$ cat config.mk
export PLATFORM = sky130hd
export DESIGN_NAME = parking_slot_manager
export DESIGN_NICKNAME = d
export VERILOG_FILES = /design/src/rtl/parking_pkg.sv /design/src/rtl/parking_edge_det.sv /design/src/rtl/parking_slot_manager.sv
export SDC_FILE = /design/constraint.sdc
export NUM_CORES = 1
export LEC_CHECK = 0
export CELL_PAD_IN_SITES_DETAIL_PLACEMENT = 0
export CELL_PAD_IN_SITES_GLOBAL_PLACEMENT = 1
export CORE_MARGIN = 3
export CORE_UTILIZATION = 34
export CTS_CLUSTER_DIAMETER = 120
export DETAILED_ROUTE_END_ITERATION = 16
export MAX_ROUTING_LAYER = met4
export PLACE_DENSITY = 0.83
export RECOVER_POWER = 25
export SETUP_SLACK_MARGIN = 0.02
export SLEW_MARGIN = 20
export SYNTH_ARGS = -nofsm -noshare
export SYNTH_HDL_FRONTEND = slang
export SYNTH_SLANG_ARGS = --single-unit
$ cat constraint.sdc
create_clock -name clk -period 2.5 [get_ports clk]
set_input_delay 0.625 -clock clk [delete_from_list [all_inputs] [get_ports clk]]
set_output_delay 0.625 -clock clk [all_outputs]
set_load 0.02 [all_outputs]
$ cat src/rtl/parking_pkg.sv
// Shared constants and error encoding for the parking slot manager.
package parking_pkg;

    localparam int DEF_NUM_SLOTS = 3;
    localparam int DEF_TIME_W    = 10;
    localparam int DEF_COST_W    = 10;
    localparam int DEF_RATE      = 1;

    // Reason for the most recent rejected request.
    typedef enum logic [1:0] {
        ERR_NONE       = 2'd0,
        ERR_BAD_SEL    = 2'd1,
        ERR_SLOT_BUSY  = 2'd2,
        ERR_SLOT_EMPTY = 2'd3
    } err_code_e;

endpackage

$ cat src/rtl/parking_edge_det.sv
// Rising-edge detector for a request level. The output pulse is
// combinational in the cycle the level first reads high, so the consumer
// registers the event's effects on that same clock edge. A level that is
// already high when reset releases is ignored until it has been seen low.
module parking_edge_det (
    input  logic clk,
    input  logic reset,
    input  logic level,
    output logic pulse
);

    logic prev_q;
    logic armed_q;

    // History of the level, plus an arm flag that sets once the level is low.
    always_ff @(posedge clk or negedge reset) begin
        if (!reset) begin
            prev_q  <= 1'b0;
            armed_q <= 1'b0;
        end else begin
            prev_q  <= level;
            armed_q <= armed_q | ~level;
        end
    end

    assign pulse = level & ~prev_q & armed_q;

endmodule

$ cat src/rtl/parking_slot_manager.sv
// Parking slot manager: tracks occupancy of NUM_SLOTS slots, stamps entry
// times, computes the exit cost from the wrapping time base, and emits
// one-cycle log-write strobes. Rejected requests pulse err and latch a reason.
module parking_slot_manager
    import parking_pkg::*;
#(
    parameter int NUM_SLOTS = DEF_NUM_SLOTS,
    parameter int TIME_W    = DEF_TIME_W,
    parameter int COST_W    = DEF_COST_W,
    parameter int RATE      = DEF_RATE
) (
    input  logic                             clk,
    input  logic                             reset,
    input  logic                             car_enter,
    input  logic                             car_exit,
    input  logic [NUM_SLOTS-1:0]             car_sel,
    input  logic [TIME_W-1:0]                timer_count,
    output logic [NUM_SLOTS-1:0]             slot_state,
    output logic [NUM_SLOTS*TIME_W-1:0]      slot_enter_time,
    output logic [NUM_SLOTS*COST_W-1:0]      slot_cost,
    output logic [COST_W-1:0]                current_cost,
    output logic [$clog2(NUM_SLOTS+1)-1:0]   occupancy,
    output logic                             full,
    output logic                             write_entry,
    output logic                             write_cost,
    output logic [$clog2(NUM_SLOTS)-1:0]     wr_slot,
    output logic [TIME_W-1:0]                entry_time_in,
    output logic [COST_W-1:0]                cost_in,
    output logic                             err,
    output logic [1:0]                       err_code
);

    localparam int OCC_W  = $clog2(NUM_SLOTS + 1);
    localparam int SLOT_W = $clog2(NUM_SLOTS);
    localparam int PROD_W = TIME_W + 32;

    // Elapsed ticks times RATE, clamped to the largest representable cost.
    function automatic logic [COST_W-1:0] sat_cost(input logic [TIME_W-1:0] dt);
        logic [PROD_W-1:0] prod;
        prod = PROD_W'(dt) * PROD_W'(RATE);
        if ((prod >> COST_W) != '0)
            sat_cost = '1;
        else
            sat_cost = prod[COST_W-1:0];
    endfunction

    logic              enter_ev;
    logic              exit_ev;
    logic [OCC_W-1:0]  sel_cnt;
    logic              sel_onehot;
    logic [SLOT_W-1:0] sel_idx;
    logic [TIME_W-1:0] entry_old;
    logic              slot_busy;
    logic [COST_W-1:0] exit_cost;
    logic              do_enter;
    logic              do_exit;
    logic              reject;
    err_code_e         rej_code;

    parking_edge_det u_enter_edge (
        .clk   (clk),
        .reset (reset),
        .level (car_enter),
        .pulse (enter_ev)
    );

    parking_edge_det u_exit_edge (
        .clk   (clk),
        .reset (reset),
        .level (car_exit),
        .pulse (exit_ev)
    );

    assign full = (occupancy == OCC_W'(NUM_SLOTS));

    // Decode the select, look up the selected slot, and classify the event.
    always_comb begin
        sel_cnt   = '0;
        sel_idx   = '0;
        entry_old = '0;
        for (int i = 0; i < NUM_SLOTS; i++) begin
            if (car_sel[i]) begin
                sel_cnt   = sel_cnt + OCC_W'(1);
                sel_idx   = SLOT_W'(i);
                entry_old = slot_enter_time[i*TIME_W +: TIME_W];
            end
        end
        sel_onehot = (sel_cnt == OCC_W'(1));
        slot_busy  = |(slot_state & car_sel);
        exit_cost  = sat_cost(timer_count - entry_old);

        do_enter = 1'b0;
        do_exit  = 1'b0;
        reject   = 1'b0;
        rej_code = ERR_NONE;
        if (enter_ev && exit_ev) begin
            reject   = 1'b1;
            rej_code = ERR_BAD_SEL;
        end else if (enter_ev) begin
            if (!sel_onehot) begin
                reject   = 1'b1;
                rej_code = ERR_BAD_SEL;
            end else if (slot_busy || full) begin
                reject   = 1'b1;
                rej_code = ERR_SLOT_BUSY;
            end else begin
                do_enter = 1'b1;
            end
        end else if (exit_ev) begin
            if (!sel_onehot) begin
                reject   = 1'b1;
                rej_code = ERR_BAD_SEL;
            end else if (!slot_busy) begin
                reject   = 1'b1;
                rej_code = ERR_SLOT_EMPTY;
            end else begin
                do_exit = 1'b1;
            end
        end
    end

    // Slot table, cost outputs and strobes, all updated on the sampling edge.
    always_ff @(posedge clk or negedge reset) begin
        if (!reset) begin
            slot_state      <= '0;
            slot_enter_time <= '0;
            slot_cost       <= '0;
            current_cost    <= '0;
            occupancy       <= '0;
            write_entry     <= 1'b0;
            write_cost      <= 1'b0;
            wr_slot         <= '0;
            entry_time_in   <= '0;
            cost_in         <= '0;
            err             <= 1'b0;
            err_code        <= 2'd0;
        end else begin
            write_entry <= 1'b0;
            write_cost  <= 1'b0;
            err         <= 1'b0;
            if (reject) begin
                err      <= 1'b1;
                err_code <= rej_code;
            end
            if (do_enter) begin
                slot_state <= slot_state | car_sel;
                for (int i = 0; i < NUM_SLOTS; i++) begin
                    if (car_sel[i]) begin
                        slot_enter_time[i*TIME_W +: TIME_W] <= timer_count;
                        slot_cost[i*COST_W +: COST_W]       <= '0;
                    end
                end
                current_cost  <= '0;
                occupancy     <= occupancy + OCC_W'(1);
                write_entry   <= 1'b1;
                wr_slot       <= sel_idx;
                entry_time_in <= timer_count;
                cost_in       <= '0;
            end
            if (do_exit) begin
                slot_state <= slot_state & ~car_sel;
                for (int i = 0; i < NUM_SLOTS; i++) begin
                    if (car_sel[i]) begin
                        slot_enter_time[i*TIME_W +: TIME_W] <= '0;
                        slot_cost[i*COST_W +: COST_W]       <= exit_cost;
                    end
                end
                current_cost <= exit_cost;
                occupancy    <= occupancy - OCC_W'(1);
                write_cost   <= 1'b1;
                wr_slot      <= sel_idx;
                cost_in      <= exit_cost;
            end
        end
    end

endmodule

# After elaboration in Yosys (flattened, before gate mapping)
# Index checks and enable logic that the tools add are counted.
# W data, S select, Z words.
[totals] output_inout_bits=103 word_cells=98 ff_bits=96 in_bits=17
[classes] muxes=58 eq_ne=2 n_addsub=5 n_reduce_logical=4 bitwise=14
[ops] operator="$mux W10" count=17
[ops] operator="$mux W30" count=4
[ops] operator="$mux W2" count=14
[ops] operator="$mux W1" count=21
[ops] operator="$sub A10 B10 Y10" count=1
[ops] operator="$add A2 B1 Y2 const B" count=3
[ops] operator="$and A3 B3 Y3" count=2
[ops] operator="$mux W3" count=2
[ops] operator="$and A1 B1 Y1" count=4
[ops] operator="$not A1 Y1" count=4
[ops] operator="$not A3 Y3" count=1
[ops] operator="$or A3 B3 Y3" count=1
[ops] operator="$reduce_or A3 Y1" count=1
[ops] operator="$eq A2 B1 Y1 const B" count=1
[ops] operator="$eq A2 B2 Y1 const B" count=1
[ops] operator="$or A1 B1 Y1" count=2
[ops] operator="$reduce_bool A2 Y1" count=1
[ops] operator="$sub A2 B1 Y2 const B" count=1
[ops] operator="$logic_and A1 B1 Y1" count=1
[ops] operator="$logic_or A1 B1 Y1" count=1

# Logic depth before layout (Yosys ltp)
[logic_depth] ltp_word=12 ltp_mapped=12 ltp_nobuf=11

# Modules after synthesis
# Synthesis repeated with hierarchy kept, for this count alone.
[hier_totals] cells_unflattened=409 area_unflattened_um2=4420.5
[modules_own_cells] module="parking_slot_manager" area_each_um2=4290.4 cells_per_inst=401 instances=1 seq_area_each_um2=2302.2
[modules_own_cells] module="parking_edge_det" area_each_um2=65.1 cells_per_inst=4 instances=2 seq_area_each_um2=50.0

# Worst setup path before layout
# Ideal clock, no wire load.
[synth_timing] path_kind="input port to flip-flop" startpoint="input port car_sel[0]" endpoint="register cost_in[9]" setup_time_ns=0.122 path_buffers=1 t_arrival_ns=2.987 required_ns=2.378 path_slack_ns=-0.609 stages=12 cell_sequence="buf_2 inv_1 nor2_1 a22oi_1 nor2_1 a21oi_1 ha_1 and2_1 a221oi_1 a21oi_1 or3_1 a32o_1"
[synth_via] elab_chain_cells=11 elab_cells_between_ends=24 classes_between="add/sub (3); eq/ne (1); mux (16); bitwise (1); reduce/logical (3)"
[synth_rtl] element="start: declaration" line_no="parking_slot_manager.sv:16" rtl="input logic [NUM_SLOTS-1:0] car_sel,"
[synth_rtl] element="$mux W1" line_no="parking_slot_manager.sv:82" rtl="if (car_sel[i]) begin"
[synth_rtl] element="$add A2 B1 Y2" line_no="parking_slot_manager.sv:83" rtl="sel_cnt = sel_cnt + OCC_W'(1);"
[synth_rtl] element="$mux W2" line_no="parking_slot_manager.sv:82"
[synth_rtl] element="$add A2 B1 Y2" line_no="parking_slot_manager.sv:83"
[synth_rtl] element="$mux W2" line_no="parking_slot_manager.sv:82"
[synth_rtl] element="$eq A2 B1 Y1" line_no="parking_slot_manager.sv:88" rtl="sel_onehot = (sel_cnt == OCC_W'(1));"
[synth_rtl] element="$mux W1" line_no="parking_slot_manager.sv:110" rtl="if (!sel_onehot) begin"
[synth_rtl] element="$mux W1" line_no="parking_slot_manager.sv:109" rtl="end else if (exit_ev) begin"
[synth_rtl] element="$mux W1" line_no="parking_slot_manager.sv:99" rtl="end else if (enter_ev) begin"
[synth_rtl] element="$mux W1" line_no="parking_slot_manager.sv:96" rtl="if (enter_ev && exit_ev) begin"
[synth_rtl] element="$mux W10 or $reduce_bool A2 Y1 (tied branches)"
[synth_rtl] element="end signal: assignment" line_no="parking_slot_manager.sv:172" rtl="cost_in <= exit_cost;"
[synth_rtl] element="end: declaration" line_no="parking_slot_manager.sv:28" rtl="output logic [COST_W-1:0] cost_in,"
# Parallel ways exist; a longest one is shown, timed or not.
# A chain may end at the register's enable or synchronous reset.

# Final worst setup path
[layout_timing] startpoint="input port car_sel[1]" endpoint="register slot_cost[18]"
[layout_via] elab_chain_cells=10 elab_cells_between_ends=23 classes_between="add/sub (2); eq/ne (1); mux (17); bitwise (1); reduce/logical (2)"
[layout_rtl] element="$mux W2 or $and A3 B3 Y3 (tied branches)" line_no="parking_slot_manager.sv:82, parking_slot_manager.sv:89"
[layout_rtl] element="$add A2 B1 Y2 or $reduce_or A3 Y1 (tied branches)" line_no="parking_slot_manager.sv:83, parking_slot_manager.sv:89"
[layout_rtl] element="$mux W2 or $logic_or A1 B1 Y1 (tied branches)" line_no="parking_slot_manager.sv:82, parking_slot_manager.sv:103"
[layout_rtl] element="$eq A2 B1 Y1 or $mux W1 (tied branches)" line_no="parking_slot_manager.sv:88, parking_slot_manager.sv:103"
[layout_rtl] element="$mux W1" line_no="parking_slot_manager.sv:100" rtl="if (!sel_onehot) begin"
[layout_rtl] element="$mux W1" line_no="parking_slot_manager.sv:99"
[layout_rtl] element="$mux W1" line_no="parking_slot_manager.sv:96"
[layout_rtl] element="$mux W30" line_no="parking_slot_manager.sv:145" rtl="if (do_enter) begin"
[layout_rtl] element="$mux W10" line_no="parking_slot_manager.sv:163" rtl="if (car_sel[i]) begin"
[layout_rtl] element="$mux W30 *" line_no="parking_slot_manager.sv:160" rtl="if (do_exit) begin"
[layout_rtl] element="end signal: indexed assignment" line_no="parking_slot_manager.sv:165" rtl="slot_cost[i*COST_W +: COST_W] <= exit_cost;"
[layout_rtl] element="end: declaration" line_no="parking_slot_manager.sv:20" rtl="output logic [NUM_SLOTS*COST_W-1:0] slot_cost,"
# Every way passes the cells marked *; elsewhere a longest branch is shown, timed or not.

==> flow_metrics.env <==
export IMPL_clk_insertion_delay_late_ns=0.35
export IMPL_fillers=1078
export IMPL_hold_viol_final=0
export IMPL_worstSetupPathType="input port to register"
export IMPL_final_max_slew_viol_count=0
export IMPL_dr_total_vias=3874
export IMPL_core_area_um2=12700
export IMPL_cap_violations=0
export IMPL_pwr_share_clk=0.161
export IMPL_ys_seq_area_frac=0.544
export IMPL_p_sw_frac=0.383
export IMPL_wl_per_cell_um=18.4
export IMPL_rr_worst_depth=10
export IMPL_nNetsFinal=582
export IMPL_antenna_cells=0
export IMPL_grt_pass1_wl_um=21000
export IMPL_max_slew_margin=0.143
export IMPL_p_int_mw=5.13
export IMPL_synth_edf_count=0
export IMPL_dieArea_um2=14400
export IMPL_ant_nets=0
export IMPL_cts_tree="done"
export IMPL_r2r_slack_ns=0.07
export IMPL_grt_max_degree=43
export IMPL_endpoint="slot_cost[18]"
export IMPL_r2r_end="slot_cost[16]"
export IMPL_syn_area_per_cell_um2=11.9
export IMPL_cts_num_sinks=96
export IMPL_combinationalPowerShare=0.517
export IMPL_setup_ws_ns=-0.0225
export IMPL_yosys_warnings=0
export IMPL_fin_tns_setup_ns=-0.0524
export IMPL_portBuffers=119
export IMPL_fp_dieH_um=120
export IMPL_clock_skew_ns=0.00847
export IMPL_synth_nets=399
export IMPL_rows=41
export IMPL_post_dp_hpwl_um=9620
export IMPL_ir_drop_mv=0.661
export IMPL_ios=120
export IMPL_start_util=0.348
export IMPL_gr_usage_all_layers=0.189
export IMPL_ys_types=54
export IMPL_totalWireLength_um=13400
export IMPL_utilization=0.545
export IMPL_p_switching_mw=3.18
export IMPL_max_freq_ghz=0.396
export IMPL_h_tree_depth=3
export IMPL_drt_iter0_drc=339
export IMPL_async_reset_ff_frac=1.00
export IMPL_cp_data_required_time_ns=2.74
export IMPL_critPathLaunchType="input port"
export IMPL_end_kind="register"
export IMPL_first_pass_iters=5
export IMPL_clock_path_buffers=2
export IMPL_drive_above_1_share=0.301
export IMPL_place_congestion=0.915
export IMPL_critPathLaunch="car_sel[1]"
export IMPL_worst_path_max_fanout=7
export IMPL_clockRootBuffer="clkbuf_16"
export IMPL_final_common_cell="clkdlybuf4s50_1"
export IMPL_setup_viol=3
export IMPL_netlist_area_um2=4420
export IMPL_tightest_slew_ns=1.29
export IMPL_drcViolationCount=0
export IMPL_cts_buffers=9
export IMPL_finalPower_mw=8.32
export IMPL_area_delta_synth_final_pct=56.4
export IMPL_period_minus_slack_ns=2.52
export IMPL_violations="negative setup slack"
export IMPL_rsz0062_at_grt="yes"
export IMPL_arrival_ns=2.76
export IMPL_fp_dieW_um=120
export IMPL_overflow=0
export IMPL_p_leak_nw=3.08
export IMPL_clkTransAtPathRegs_ns=0.07
export IMPL_power_density_nw_per_um2=1200
export IMPL_status="finished with violations"
export IMPL_antenna_found_initial=0
export IMPL_grt_pass1_vias=3874
export IMPL_syn_instance_count=370
export IMPL_ys_ff_latch=96
export IMPL_via_per_inst=5.31
export IMPL_final_cell_mix="clkdlybuf4s50_1 (113), dfrtp_1 (96), buf_4 (72)"
export IMPL_hp_class="register to register"
export IMPL_ys_flop_type="dfrtp_1"
export IMPL_period_share=1.01
export IMPL_seqPwrFrac=0.322
what timing repair did:
item,4_1_cts,5_1_grt
resized for setup,40,37
setup endpoints to repair,89,72
pin swaps,23,31
hold buffers,0,0
setup buffers,16,8
cloned,0,1
metrics by stage:
| step | hold slack (ns) | area [um^2] | setup WS (ns) | cells |
|---|---|---|---|---|
| after global placement | 0.443 | 6220 | -0.856 | 691 |
| after floorplan | 0.329 | 4500 | -0.202 | 370 |
| after global routing | 0.500 | 6900 | -0.0938 | 730 |
| after CTS | 0.175 | 6740 | -0.00948 | 723 |
| after detailed placement | 0.446 | 6220 | -0.918 | 691 |
| final | 0.468 | 6900 | -0.0225 | 730 |
critical path, cell delays in order:
cell,delay (ns)
buf_12,0.11
nor2_4,0.14
buf_12,0.13
a22oi_2,0.05
nor2_1,0.13
a21oi_2,0.04
ha_1,0.33
buf_6,0.13
o21a_1,0.17
o31a_1,0.15
a221oi_2,0.34
xnor2_2,0.15
a32o_1,0.26
sequential cells by signal, indices dropped and copies added, names as in the netlist, named ones only:
name	count
u_exit_edge.prev_q	1
write_entry	1
cost_in	10
u_enter_edge.prev_q	1
u_enter_edge.armed_q	1
u_exit_edge.armed_q	1
occupancy	2
err_code	2
write_cost	1
wr_slot	2
slot_cost	30
err	1
entry_time_in	10
slot_enter_time	24
area by class of cell:
cell class | count | area, um^2 | share of cell area
multi-input combinational | 227 | 1940 | 0.281
clock buffer | 10 | 239 | 0.0346
timing repair buffer | 210 | 2010 | 0.292
clock inverter | 6 | 48.8 | 0.00707
tap | 172 | 215 | 0.0312
inverter | 9 | 43.8 | 0.00634
sequential | 96 | 2400 | 0.348
power by group through the flow:
stage	registers, mW	logic (mW)	clock network [mW]
floorplan	3.33	1.37	0
global placement	2.68	3.93	0
detailed placement	2.69	4.00	0
CTS	2.68	4.18	1.37
global route	2.76	4.55	1.44
finish	2.68	4.30	1.34
cells by family after synthesis:
group	Yosys count	share of synthesized area
xor gates and xnor gates	5	0.00992
adders and majority gates	12	0.0357
muxes	12	0.0300
buffers and inverters	47	0.0646
DFF	96	0.544
AOI/OAI and AO/OA	132	0.237
and+or+nand+nor	66	0.0788
Yosys cell counts, drive strengths merged, types with 2 or more instances:
library cell	count	share of area
mux2i	2	0.0045
o21ai	16	0.018
and3b	2	0.0040
nor2	14	0.012
buf	28	0.048
xnor2	4	0.0079
nor3	3	0.0057
a22o	17	0.034
a21oi	20	0.023
nor2b	3	0.0043
a32o	37	0.084
a22oi	9	0.015
nand3b	2	0.0034
nand2	22	0.019
dfrtp	96	0.54
nor3b	2	0.0034
a21boi	2	0.0034
o31ai	6	0.011
a41o	3	0.0068
a221oi	2	0.0040
nand2b	3	0.0043
ha	11	0.031
mux2	10	0.026
and2	7	0.0099
o211ai	3	0.0051
a21o	7	0.012
inv	8	0.0068
clkbuf	10	0.0085
or3	2	0.0028
per-layer routing:
| metal | track usage | part of all wire | wire length (um) |
|---|---|---|---|
| met1 | 0.250 | 0.43 | 5750 |
| met2 | 0.303 | 0.50 | 6730 |
| met3 | 0.0287 | 0.053 | 706 |
| met4 | 0.0565 | 0.017 | 231 |
| met5 | - | 0 | 0 |
worst min path at each step:
| stage | to | start | slack [ns] | depth (start not counted) |
|---|---|---|---|---|
| floorplan | asynchronous set/reset pin | reset | 0.33 | 0 |
| global placement | u_enter_edge.armed_q | u_enter_edge.armed_q | 0.44 | 1 |
| detailed placement | u_enter_edge.armed_q | u_enter_edge.armed_q | 0.45 | 1 |
| CTS | entry_time_in[9] | reset | 0.17 | 1 |
| global route | u_enter_edge.armed_q | u_enter_edge.armed_q | 0.50 | 1 |
| finish | u_enter_edge.armed_q | u_enter_edge.armed_q | 0.47 | 1 |
(Power assumes the default switching activity.)
